==> src/rtl/rrq_pkg.sv <==
// rrq_pkg: shared constants and types for the rr_req_queue4 request queue.
//   N_CH    : channel count, fixed to the downstream arbiter width
//   CNT_W   : width of each per-channel pending counter
//   CNT_MAX : saturation value of a pending counter
//   cnt_t   : pending-counter type
package rrq_pkg;

  localparam int unsigned N_CH  = 4;
  localparam int unsigned CNT_W = 3;

  typedef logic [CNT_W-1:0] cnt_t;

  localparam cnt_t CNT_MAX = '1;

endpackage

==> src/rtl/rrq_chan.sv <==
// rrq_chan: one channel of the request queue. Counts request rising edges,
// retires one request per grant, and drives the per-channel arbiter request.
// Ports:
//   clk, rst_n : clock, asynchronous active-low reset
//   rise       : a new request arrives this cycle
//   gnt_bit    : the arbiter's registered grant for this channel
//   cnt        : pending request count (saturating)
//   req_bit    : request to the arbiter
//   ovf_set    : pulse, a request was dropped because the counter was full
//   err_set    : pulse, a grant arrived while nothing was pending
module rrq_chan
  import rrq_pkg::*;
(
  input  logic             clk,
  input  logic             rst_n,
  input  logic             rise,
  input  logic             gnt_bit,
  output logic [CNT_W-1:0] cnt,
  output logic             req_bit,
  output logic             ovf_set,
  output logic             err_set
);

  cnt_t cnt_q, cnt_d;

  always_comb begin
    cnt_d   = cnt_q;
    ovf_set = 1'b0;
    err_set = 1'b0;
    if (rise && gnt_bit) begin
      // A grant against an empty counter is spurious, but the new request
      // still has to be recorded.
      if (cnt_q == '0) begin
        cnt_d   = cnt_t'(1);
        err_set = 1'b1;
      end
    end else if (rise) begin
      if (cnt_q == CNT_MAX) ovf_set = 1'b1;
      else                  cnt_d   = cnt_q + cnt_t'(1);
    end else if (gnt_bit) begin
      if (cnt_q == '0) err_set = 1'b1;
      else             cnt_d   = cnt_q - cnt_t'(1);
    end
  end

  always_ff @(posedge clk or negedge rst_n) begin
    if (!rst_n) cnt_q <= '0;
    else        cnt_q <= cnt_d;
  end

  assign cnt = cnt_q;
  // The grant visible this cycle already retires one request, so the last
  // pending request is masked to keep the arbiter from granting it twice.
  assign req_bit = (cnt_q > cnt_t'(gnt_bit));

endmodule

==> src/rtl/rr_req_queue4.sv <==
// rr_req_queue4: request-conditioning stage in front of a 4-way round-robin
// arbiter. Each rising edge of a raw request line becomes one pending request;
// req[i] stays high while channel i has ungranted requests.
// Optional feature macro: RRQ_SYNC_EN -- adds a 2-flop synchronizer on each
// req_in bit ahead of edge detection (all latencies grow by 2 clocks).
// Ports:
//   clk, rst_n : clock, asynchronous active-low reset
//   req_in     : raw request lines, a 0->1 transition is one request
//   gnt        : one-hot registered grant from the arbiter
//   clr_ovf    : synchronous clear of ovf and gnt_err
//   req        : request vector to the arbiter
//   pend       : per-channel pending counts {cnt3,cnt2,cnt1,cnt0}
//   ovf        : sticky, a request was dropped at saturation
//   gnt_err    : sticky, a grant arrived for a channel with nothing pending
module rr_req_queue4
  import rrq_pkg::*;
(
  input  logic                  clk,
  input  logic                  rst_n,
  input  logic [N_CH-1:0]       req_in,
  input  logic [N_CH-1:0]       gnt,
  input  logic                  clr_ovf,
  output logic [N_CH-1:0]       req,
  output logic [N_CH*CNT_W-1:0] pend,
  output logic [N_CH-1:0]       ovf,
  output logic                  gnt_err
);

  logic [N_CH-1:0] s;
  logic [N_CH-1:0] prev_q;
  logic [N_CH-1:0] rise;
  logic [N_CH-1:0] ovf_set, err_set;
  logic [N_CH-1:0] ovf_q, ovf_d;
  logic            err_q, err_d;

`ifdef RRQ_SYNC_EN
  logic [N_CH-1:0] sync1_q, sync2_q;

  always_ff @(posedge clk or negedge rst_n) begin
    if (!rst_n) begin
      sync1_q <= '0;
      sync2_q <= '0;
    end else begin
      sync1_q <= req_in;
      sync2_q <= sync1_q;
    end
  end

  assign s = sync2_q;
`else
  assign s = req_in;
`endif

  always_ff @(posedge clk or negedge rst_n) begin
    if (!rst_n) prev_q <= '0;
    else        prev_q <= s;
  end

  assign rise = s & ~prev_q;

  for (genvar i = 0; i < N_CH; i++) begin : g_chan
    rrq_chan u_chan (
      .clk     (clk),
      .rst_n   (rst_n),
      .rise    (rise[i]),
      .gnt_bit (gnt[i]),
      .cnt     (pend[i*CNT_W +: CNT_W]),
      .req_bit (req[i]),
      .ovf_set (ovf_set[i]),
      .err_set (err_set[i])
    );
  end

  // A set in the same cycle as the clear wins.
  always_comb begin
    ovf_d = (clr_ovf ? '0 : ovf_q) | ovf_set;
    err_d = (clr_ovf ? 1'b0 : err_q) | (|err_set);
  end

  always_ff @(posedge clk or negedge rst_n) begin
    if (!rst_n) begin
      ovf_q <= '0;
      err_q <= 1'b0;
    end else begin
      ovf_q <= ovf_d;
      err_q <= err_d;
    end
  end

  assign ovf     = ovf_q;
  assign gnt_err = err_q;

endmodule

==> config.mk <==
export PLATFORM = sky130hd
export DESIGN_NAME = rr_req_queue4
export DESIGN_NICKNAME = d
export VERILOG_FILES = /design/src/rtl/rrq_pkg.sv /design/src/rtl/rrq_chan.sv /design/src/rtl/rr_req_queue4.sv
export SDC_FILE = /design/constraint.sdc
export NUM_CORES = 1
export LEC_CHECK = 0
export BUFFER_PORTS_ARGS = -buffer_cell sky130_fd_sc_hd__buf_2
export CORE_UTILIZATION = 42
export DETAILED_ROUTE_END_ITERATION = 10
export PLACE_DENSITY_LB_ADDON = 0.25
export SLEW_MARGIN = 20
export SYNTH_ARGS = -nofsm -noshare
export SYNTH_HDL_FRONTEND = slang
export SYNTH_SLANG_ARGS = --single-unit
==> constraint.sdc <==
create_clock -name clk -period 5.1 [get_ports clk]
set_clock_uncertainty 0.2 [all_clocks]
set_input_delay 0.255 -clock clk [delete_from_list [all_inputs] [get_ports clk]]
set_output_delay 0.255 -clock clk [all_outputs]
set_load 0.05 [all_outputs]
# --- Word level (Yosys, flattened, before mapping) ---
# Index checks and enable logic that the tools add are counted.
op_classes:
  addsub: 8
  muxes: 54
  n_div: 0
  n_mul: 0
  n_eq_ne: 16
  bitwise: 4
  shifts: 0
  n_reduce_logical: 17
  magnitude_cmp: 4
ops:
  columns: ["op", "count"]
  rows:
  - ["$mux 3", 24]
  - ["$mux 1", 29]
  - ["$ne 3x2->1 const B", 8]
  - ["$reduce_and 4->1", 4]
  - ["$add 3x1->3 const B", 4]
  - ["$eq 3x3->1 const B", 4]
  - ["$gt 3x1->1", 4]
  - ["$logic_not 3->1", 4]
  - ["$reduce_bool 3->1", 4]
  - ["$sub 3x1->3 const B", 4]
  - ["$ne 2x2->1 const B", 4]
  - ["$and 4x4->4", 1]
  - ["$logic_and 1x1->1", 4]
  - ["$mux 4", 1]
  - ["$not 4->4", 1]
  - ["$or 4x4->4", 1]
  - ["$reduce_or 4->1", 1]
  - ["$or 1x1->1", 1]
word_totals:
  input_bits: 11
  memories: 0
  latchBits: 0
  mem_bits_rw: 0
  romBits: 0
  reg_bits: 21
  word_cells: 110

# --- Depth between registers and ports, before layout ---
# Gate-level depths: netlist of run 1.
logic_depth:
  ltp_word: 7
  depth_mapped: 7
  mapped_depth_nobuf: 7

# --- Cells and area by module ---
# A second synthesis of run 1 with hierarchy kept.
unflattened:
  hier_cells: 172
  hier_area_um2: 1597.8
by_module_without_submodules:
  columns: ["mod", "area_per_inst_um2", "seq_area_each_um2", "n_inst", "cells_per_inst"]
  rows:
  - ["rrq_chan (g_chan[0].u_chan ...)", 320.3, 75.1, 2, 38]
  - ["rrq_chan (g_chan[1].u_chan)", 332.8, 75.1, 1, 37]
  - ["rrq_chan (g_chan[3].u_chan)", 325.3, 75.1, 1, 38]
  - ["rr_req_queue4", 299.0, 225.2, 1, 21]

# --- Worst setup path before layout of run 1 ---
# OpenSTA, ideal clock, no wires.
synth_path:
  path_kind: "reg-to-reg"
  start: "register g_chan[2].u_chan.cnt_q[1]"
  end: "register g_chan[2].u_chan.cnt_q[1]"
  setup_slack_ns: 2.718
  stages_incl_launch_ff: 7
  setup_time_ns: 0.065
  arrival_ns: 2.117
  cell_sequence: "dfrtp_1 -> clkbuf_1 -> inv_1 -> fa_1 -> or3_1 -> o2111ai_1 -> o221a_2"
synth_between:
  elab_chain_len: 5
  elab_cells_between_ends: 13
  classes_between: "2 x add/sub; 4 x eq/ne; 5 x mux; 2 x reduce/logical"
synth_lines:
  columns: ["element", "line_no", "text"]
  rows:
  - ["from (decl)", "rrq_chan.sv:24", "cnt_t cnt_q, cnt_d;"]
  - ["from (signal assigned)", "rrq_chan.sv:48", "else cnt_q <= cnt_d;"]
  - ["$sub 3x1->3", "rrq_chan.sv:42", "else cnt_d = cnt_q - cnt_t'(1);"]
  - ["$mux 3", "rrq_chan.sv:41", "if (cnt_q == '0) err_set = 1'b1;"]
  - ["$mux 3", "rrq_chan.sv:40", "end else if (gnt_bit) begin"]
  - ["$mux 3", "rrq_chan.sv:37", "end else if (rise) begin"]
  - ["$mux 3", "rrq_chan.sv:30", "if (rise && gnt_bit) begin"]
# Several ways; a longest one is shown, not always the timed one. The select of a mux whose other input is x is not followed.
# A chain may end at the register's enable or synchronous reset.

# --- Worst setup path after layout of run 1 ---
layout_path:
  start: "input port req_in[2]"
  end: "register g_chan[2].u_chan.cnt_q[1]"
layout_between:
  elab_chain_len: 4
  elab_cells_between_ends: 9
  classes_between: "3 x eq/ne; 2 x mux; 1 x bitwise; 3 x reduce/logical"
layout_lines:
  columns: ["element", "line_no", "text"]
  rows:
  - ["from (decl)", "rr_req_queue4.sv:20", "input logic [N_CH-1:0] req_in,"]
  - ["$and 4x4->4 *", "rr_req_queue4.sv:59", "assign rise = s & ~prev_q;"]
  - ["$logic_and 1x1->1", "rrq_chan.sv:30", null]
  - ["$ne 3x2->1 (no line), or another cell as far along", null, null]
  - ["$reduce_and 4->1 (no line)", null, null]
# Every way passes the cells marked *; elsewhere a longest branch is shown, timed or not.

==> results of run 1 <==
[metal layers]
| layer | vias up | part of all wire [%] | GRT usage (%) |
|---|---|---|---|
| met4 | 0 | 1.6 | 6.10 |
| met5 | - | 0 | 0 |
| met2 | 32 | 46 | 28.9 |
| li1 | 705 | - | - |
| met3 | 6 | 3.2 | 2.90 |
| met1 | 675 | 50 | 26.0 |
[registers in the layout, indices dropped and copies added, names as in the netlist]
signal,cells
g_chan.u_chan.cnt,12
ovf,4
prev_q,4
gnt_err,1
[where the power goes]
| group | internal [mW] | total (mW) | switching, mW |
|---|---|---|---|
| combinational | 0.237 | 0.690 | 0.453 |
| sequential | 0.223 | 0.358 | 0.135 |
| clock | 0.0555 | 0.107 | 0.0518 |
| total | 0.515 | 1.16 | 0.640 |
[area by class of cell]
class	instances	area, µm²
Multi-Input combinational cell	127	902
Fill cell	339	1670
Sequential cell	21	526
Timing Repair Buffer	36	205
Tap cell	46	57.6
Clock buffer	4	45.0
Inverter	16	60.1
[cell families after synthesis]
| logic type | count (synthesis) | share of synthesized area, % |
|---|---|---|
| AO/OA/AOI/OAI | 59 | 26.1 |
| AND/OR/NAND/NOR | 57 | 21.4 |
| buffers and inverters | 32 | 9.01 |
| flip-flops | 21 | 33.5 |
| adder cells (fa/ha/maj) | 8 | 8.29 |
| XOR/XNOR | 2 | 1.12 |
| multiplexers | 1 | 0.638 |
[repair_timing]
action | CTS | global route
hold endpoints to repair | 25 | 0
hold buffers | 5 | 0
buffers inserted | 0 | 0
[synth_stat cells, drive strengths merged, types with 2 or more instances]
cell	n
dfrtp	21
o21ai	19
inv	16
nand2	12
nor2	12
buf	8
clkbuf	8
a21oi	5
nand2b	5
a31oi	4
fa	4
ha	4
nor3b	4
o22ai	4
a211oi	3
a22oi	3
nand3b	3
nand4	3
nor2b	3
nor3	3
o2bb2ai	3
or3	3
a2111oi	2
a21o	2
a221o	2
a22o	2
and2	2
and3	2
nor4	2
o221a	2
o311a	2
xnor2	2
[through the flow]
step	util, %	cell area (µm²)	hold slack [ns]	total power, mW
4_1_cts	51.8	1800	0.0484	1.16
3_5_place_dp	49.0	1700	0.0437	1.05
5_1_grt	51.8	1800	0.0591	1.25
2_1_floorplan	-	1570	-0.241	0.923
3_3_place_gp	49.0	1700	0.0440	1.02
6_report	51.8	1800	0.0589	1.16
[worst min path at each step]
stage	startpoint	slack [ns]	endpoint
floorplan	rst_n	-0.24	g_chan[0].u_chan.cnt[0]$_DFFE_PN0P_
CTS	clr_ovf	0.05	ovf[1]$_DFF_PN0_
global route	clr_ovf	0.06	ovf[1]$_DFF_PN0_
finish	clr_ovf	0.06	ovf[1]$_DFF_PN0_
detailed placement	rst_n	0.04	g_chan[3].u_chan.cnt[2]$_DFFE_PN0P_
global placement	rst_n	0.04	g_chan[1].u_chan.cnt[1]$_DFFE_PN0P_
[critical path, stage by stage]
cell           delay [ns]
dlygate4sd3_1        0.53
buf_2                0.13
nand2b_1             0.24
inv_1                0.15
fa_1                 0.50
or3_1                0.37
o2111ai_1            0.09
o221a_2              0.20
==> results by group, run 1 <==
Detailed routing
  • Count of TritonRoute iterations in the first routing pass: 5
  • Wire length after detailed routing: 3.38 mm
  • Residual DRC: 0
  • Detailed-route wire length per cell: 13.5 µm
  • First-iteration detailed-routing DRC count: 74
  • Via/cell ratio: 5.67
  • Count of antenna-violating nets left after detailed routing: 0
  • Number of vias in the routed layout: 1,418

Finish
  • Highest-count cells in the layout ignoring fill and taps: 31 x buf_2, 21 x dfrtp_1, 19 x o21ai_0
  • Number of non-filler instances in the completed layout: 250
  • Post-layout net count: 224
  • Most common cell after layout, fill and taps aside: buf_2
  • Share of cells above drive strength 1: 21.6%
  • Antenna cells: 0
  • Area growth, synth to finish: 14.4%

Floorplanning
  • Die Outline Area: 0.00398 mm²
  • Number of I/O pins: 32
  • Standard-cell rows: 21
  • Initial cell density of the core: 45.2%
  • Placeable core region: 0.00347 mm²
  • Die outline width: 63.1 µm
  • DIE HEIGHT: 63.1 µm

Global routing
  • Maximum number of pins on one net before global-route repair: 22
  • Wire length of the first global-routing pass: 6.00 mm
  • Vias in the first global route: 1,297
  • Overall Global Routing Usage: 18.5%
  • Number of antenna violations at the first check in global routing: 0
  • Overflow left after global routing: 0

Synth
  • Top FF cell, synth: dfrtp_1
  • Fraction of registers with async set or reset after synthesis: 100%
  • Sequential cell area fraction in the yosys report: 33.5%
  • Post-synthesis cell count: 180
  • Ranking of synthesized cells by area: dfrtp_1 33%, o21ai_0 6.1%, fa_1 5.1%
  • Syn Nets: 199
  • Register bit count reported by yosys: 21
  • Number of enable-type register cells in the synthesized netlist: 0
  • Fraction of synthesized cell area taken by the top area cell type: 33.5%
  • Post-synthesis instance area: 0.00157 mm²
  • Yosys warns: 0
  • Synth cell types: 47
  • Average cell area after synthesis: 8.72 µm²
  • Post-synth top area cell: dfrtp_1

Run
  • Max-cap check violation count: 0

Worst setup path
  • R2r setup slk: 2.90 ns
  • Kind of critical path: in -> reg
  • Critical Path Source: req_in[2]
  • Critical Path RT: 5.09 ns
  • Critical Path End Type: flip-flop
  • Reg-to-reg startpoint: prev_q[2]$_DFF_PN0_
  • Capturing instance or port of the critical path: g_chan[2].u_chan.cnt[1]$_DFFE_PN0P_
  • Path depth of the worst reg2reg path: 6
  • Reg2reg end: g_chan[2].u_chan.cnt[1]$_DFFE_PN0P_
  • Critical path data arrival time: 2.47 ns
  • Startpoint type of the worst setup path: primary input
  • Crit-path max FO: 9

Power and ir drop
  • Peak ir drop on the vdd network: 0.276 mV
  • Cell leakage power: 0.794 nW
  • Power per unit of standard cell area: 643 mW/mm²

CTS
  • Clock tree from TritonCTS: built
  • Buffer levels on the longest clock path: 2
  • CTS buffer count: 3
  • Worst-Skew Late Latency: 0.26 ns
  • Count of instances resized after the clock tree is built: 0
  • Root Driver: clkbuf_8
  • Clock-pin slew reported for the worst setup and hold paths after clock tree synthesis: 0.08 ns
  • Number of sinks handled by clock tree synthesis: 21
  • H-tree levels: 1

Timing
  • Slew @ Worst Pin: 0.480 ns
  • Final-report setup violation count: 0
  • Final setup TNS: 0 ns
  • Post-layout worst setup margin: 2.63 ns
  • Max-slew violation total from the final report: 0
  • Worst slew margin relative to its limit: 68.0%
  • Unrepaired setup endpoints after global routing: no
  • Upper clock frequency limit: 404 MHz
  • Minimum clock period: 2.47 ns
  • Final hold violations: 0
  • Tcrit/Tclk final: 48.5%

Placed design
  • Total instance count after detailed placement: 241
  • Number of buffers added on ports: 31
  • Total half-perimeter wirelength after legalization and detailed placement: 2.46 mm
  • Routability congestion estimate from global placement: 0.763
  • Placement Setup Slack: 2.94 ns

Worst hold path
  • Hold WC Path Type: in -> reg
  • Hold depth: 2

Outcome
  • Status: completed
No activity file was read; power rests on OpenSTA's default activity.
==> inputs of run 2 (changes only) <==
--- a/config.mk
+++ b/config.mk
@@ -5,6 +5,7 @@
 export SDC_FILE = /design/constraint.sdc
 export NUM_CORES = 1
 export LEC_CHECK = 0
+export ABC_AREA = 1
 export BUFFER_PORTS_ARGS = -buffer_cell sky130_fd_sc_hd__buf_2
 export CORE_UTILIZATION = 42
 export DETAILED_ROUTE_END_ITERATION = 10
==> constraint.sdc (replaced) <==
create_clock -name clk -period 2.45 [get_ports clk]
set_clock_uncertainty 0.2 [all_clocks]
set_input_delay 0.1225 -clock clk [delete_from_list [all_inputs] [get_ports clk]]
set_output_delay 0.1225 -clock clk [all_outputs]
set_load 0.05 [all_outputs]
==> results by group, run 2 <==
Worst setup path
  • R2r setup slk: 0.86 ns
  • Capturing instance or port of the critical path: req[1]
  • Path depth of the worst reg2reg path: 8
  • Critical path, cell by cell: inv_1 -> ha_1 -> o21ai_0 -> buf_2
  • Crit-path max FO: 6
  • Critical path data arrival time: 1.61 ns
  • Slowest cell on the critical path: dfrtp_1
  • Peak per-stage delay on the critical path: 0.49 ns
  • Reg-to-reg startpoint: prev_q[2]$_DFF_PN0_
  • Critical Path Source: g_chan[1].u_chan.cnt[0]$_DFFE_PN0P_
  • Startpoint type of the worst setup path: flip-flop
  • Critical Path End Type: output pin
  • Reg2reg end: g_chan[2].u_chan.cnt[2]$_DFFE_PN0P_
  • Critical Path RT: 2.13 ns
  • Kind of critical path: reg -> out

Power and ir drop
  • Internal cell power: 0.912 mW
  • Clock Power Share: 7.6%
  • Sequential power share: 29.3%
  • Peak ir drop on the vdd network: 0.569 mV
  • Power per unit of standard cell area: 1300 mW/mm²
  • Net switching power of the design: 1.26 mW
  • Net switching fraction of the power: 58.0%
  • Power share of the combinational group: 63.0%
  • Cell leakage power: 0.945 nW

Finish
  • Area growth, synth to finish: 20.6%
  • Highest-count cells in the layout ignoring fill and taps: 65 x nand2_1, 31 x buf_2, 23 x nand3_1
  • Post-route design area: 0.00168 mm²
  • Antenna cells: 0
  • Most common cell after layout, fill and taps aside: nand2_1
  • Number of flip-flops in the largest register: 12
  • Share of cells above drive strength 1: 25.0%
  • Post-layout net count: 244
  • Fill cell instance count of the final layout: 328

Placed design
  • Number of buffers added on ports: 31
  • Total half-perimeter wirelength after legalization and detailed placement: 2.03 mm
  • Placement Cell Area: 0.00157 mm²
  • Routability congestion estimate from global placement: 0.845

Global routing
  • Number of antenna violations at the first check in global routing: 0
  • Wire length of the first global-routing pass: 4.55 mm
  • Vias in the first global route: 1,067
  • Overflow left after global routing: 0
  • Maximum number of pins on one net before global-route repair: 22
  • Overall Global Routing Usage: 17.1%

Floorplanning
  • DIE HEIGHT: 59.5 µm
  • Standard-cell rows: 20
  • Placeable core region: 0.00310 mm²
  • Die Outline Area: 0.00354 mm²
  • Die outline width: 59.5 µm
  • Initial cell density of the core: 44.8%
  • Number of I/O pins: 32

Synth
  • Post-synthesis cell count: 185
  • Register bit count reported by yosys: 21
  • Average cell area after synthesis: 7.51 µm²
  • Top post-synthesis cells by count: 65 x nand2_1, 23 x nand3_1, 21 x dfrtp_1
  • Number of enable-type register cells in the synthesized netlist: 0
  • Post-synthesis instance area: 0.00139 mm²
  • Top FF cell, synth: dfrtp_1
  • Syn Nets: 204
  • Cell with the most instances after synthesis: nand2_1
  • Ranking of synthesized cells by area: dfrtp_1 38%, nand2_1 18%, nand3_1 8.3%
  • Synth cell types: 21
  • Fraction of synthesized cell area taken by the top area cell type: 37.8%
  • Sequential cell area fraction in the yosys report: 37.8%
  • Yosys warns: 0
  • Fraction of registers with async set or reset after synthesis: 100%
  • Post-synth top area cell: dfrtp_1

CTS
  • Worst-Skew Late Latency: 0.30 ns
  • H-tree levels: 1
  • Root Driver: clkbuf_4
  • Buffer levels on the longest clock path: 2
  • CTS buffer count: 3
  • Number of sinks handled by clock tree synthesis: 21
  • Clock tree from TritonCTS: built
  • Clock-pin slew reported for the worst setup and hold paths after clock tree synthesis: 0.11 ns

Detailed routing
  • Residual DRC: 0
  • Detailed-route wire length per cell: 9.99 µm
  • Count of TritonRoute iterations in the first routing pass: 4
  • Via/cell ratio: 4.62
  • Number of vias in the routed layout: 1,237
  • First-iteration detailed-routing DRC count: 53
  • Count of antenna-violating nets left after detailed routing: 0
  • Wire length after detailed routing: 2.68 mm

Run
  • Max-cap check violation count: 0

Timing
  • Final setup TNS: 0 ns
  • Worst slew margin relative to its limit: 69.4%
  • Minimum clock period: 1.93 ns
  • Final hold violations: 0
  • Upper clock frequency limit: 519 MHz
  • Max-slew violation total from the final report: 0
  • Tcrit/Tclk final: 78.7%
  • Slew @ Worst Pin: 0.459 ns
  • Unrepaired setup endpoints after global routing: no
  • Final-report setup violation count: 0

Worst hold path
  • Hold WC Path Type: in -> reg

Outcome
  • Status: completed
## run 2: cell count changes after synthesis, moves of 5 or more
cell	before	now
nor2_2	0	6
nand2_1	12	65
nor2_1	12	5
nand2_2	0	5
nand2b_1	5	0
nand3_1	1	23
clkbuf_1	7	0
inv_1	13	19
o21ai_0	19	4
## run 2: worst max-delay path, delay by kind of cell, from the launching register on
| family | cells | cell delay [ns] |
|---|---|---|
| AOI/OAI and AO/OA | 1 | 0.14 |
| adders and majority gates | 1 | 0.28 |
| DFF | 1 | 0.49 |
| buffers and inverters | 2 | 0.40 |
## run 2: worst min-delay path by stage
stage                start                                   to  slack, ns  cells past startpoint
floorplan            rst_n  g_chan[0].u_chan.cnt[0]$_DFFE_PN0P_      -0.37                      0
global placement     rst_n  g_chan[2].u_chan.cnt[0]$_DFFE_PN0P_       -0.1                      1
detailed placement   rst_n  g_chan[2].u_chan.cnt[0]$_DFFE_PN0P_      -0.09                      1
CTS                 gnt[3]  g_chan[3].u_chan.cnt[1]$_DFFE_PN0P_      0.008                      4
global route        gnt[3]  g_chan[3].u_chan.cnt[1]$_DFFE_PN0P_       0.03                      4
finish              gnt[3]  g_chan[3].u_chan.cnt[1]$_DFFE_PN0P_       0.02                      4
## run 2: cell type report
cell class | count | area (µm²) | area share [%]
Multi-Input combinational cell | 136 | 744 | 44.4
Tap cell | 44 | 55.1 | 3.28
Clock buffer | 4 | 26.3 | 1.57
Timing Repair Buffer | 39 | 235 | 14.0
Inverter | 24 | 90.1 | 5.37
Sequential cell | 21 | 526 | 31.3
## run 2: routing by layer
metal	share of wire (%)	track usage, %	wire length (µm)	vias to the layer above
met1	52	23.9	1400	547
met5	0	0	0	-
met4	0.86	5.98	23	0
met2	43	26.0	1160	27
li1	-	-	-	661
met3	3.8	4.15	101	2
## run 2: kinds of logic after synthesis
| family | after synthesis | share of synthesized area (%) |
|---|---|---|
| DFF | 21 | 37.8 |
| AOI/OAI and AO/OA | 9 | 3.51 |
| buffers and inverters | 28 | 8.64 |
| adders and majority gates | 8 | 9.36 |
| and+or+nand+nor | 119 | 40.7 |
## run 2: what timing repair did
item	4_1_cts	5_1_grt
setup buffers	0	0
gates resized for setup	0	0
endpoints found under the hold margin	34	0
hold buffers	8	0
## run 2: through the flow
| step | hold WS (ns) | setup slack [ns] | total power [mW] | std cells | utilization (%) |
|---|---|---|---|---|---|
| after floorplan | -0.373 | 0.571 | 1.76 | 185 | - |
| after global placement | -0.0959 | 0.892 | 2.00 | 256 | 50.6 |
| after detailed placement | -0.0937 | 0.848 | 2.01 | 256 | 50.6 |
| after CTS | 0.00766 | 0.484 | 2.20 | 268 | 54.0 |
| after global routing | 0.0264 | 0.368 | 2.38 | 268 | 54.0 |
| final | 0.0239 | 0.522 | 2.17 | 268 | 54.0 |
## run 2: power by group through the flow
stage               clock network [mW]  logic (mW)  registers (mW)
floorplan                            0       0.744            1.02
global placement                     0        1.36           0.644
detailed placement                   0        1.36           0.646
CTS                              0.179        1.38           0.639
global route                     0.192        1.51           0.669
finish                           0.166        1.37           0.637
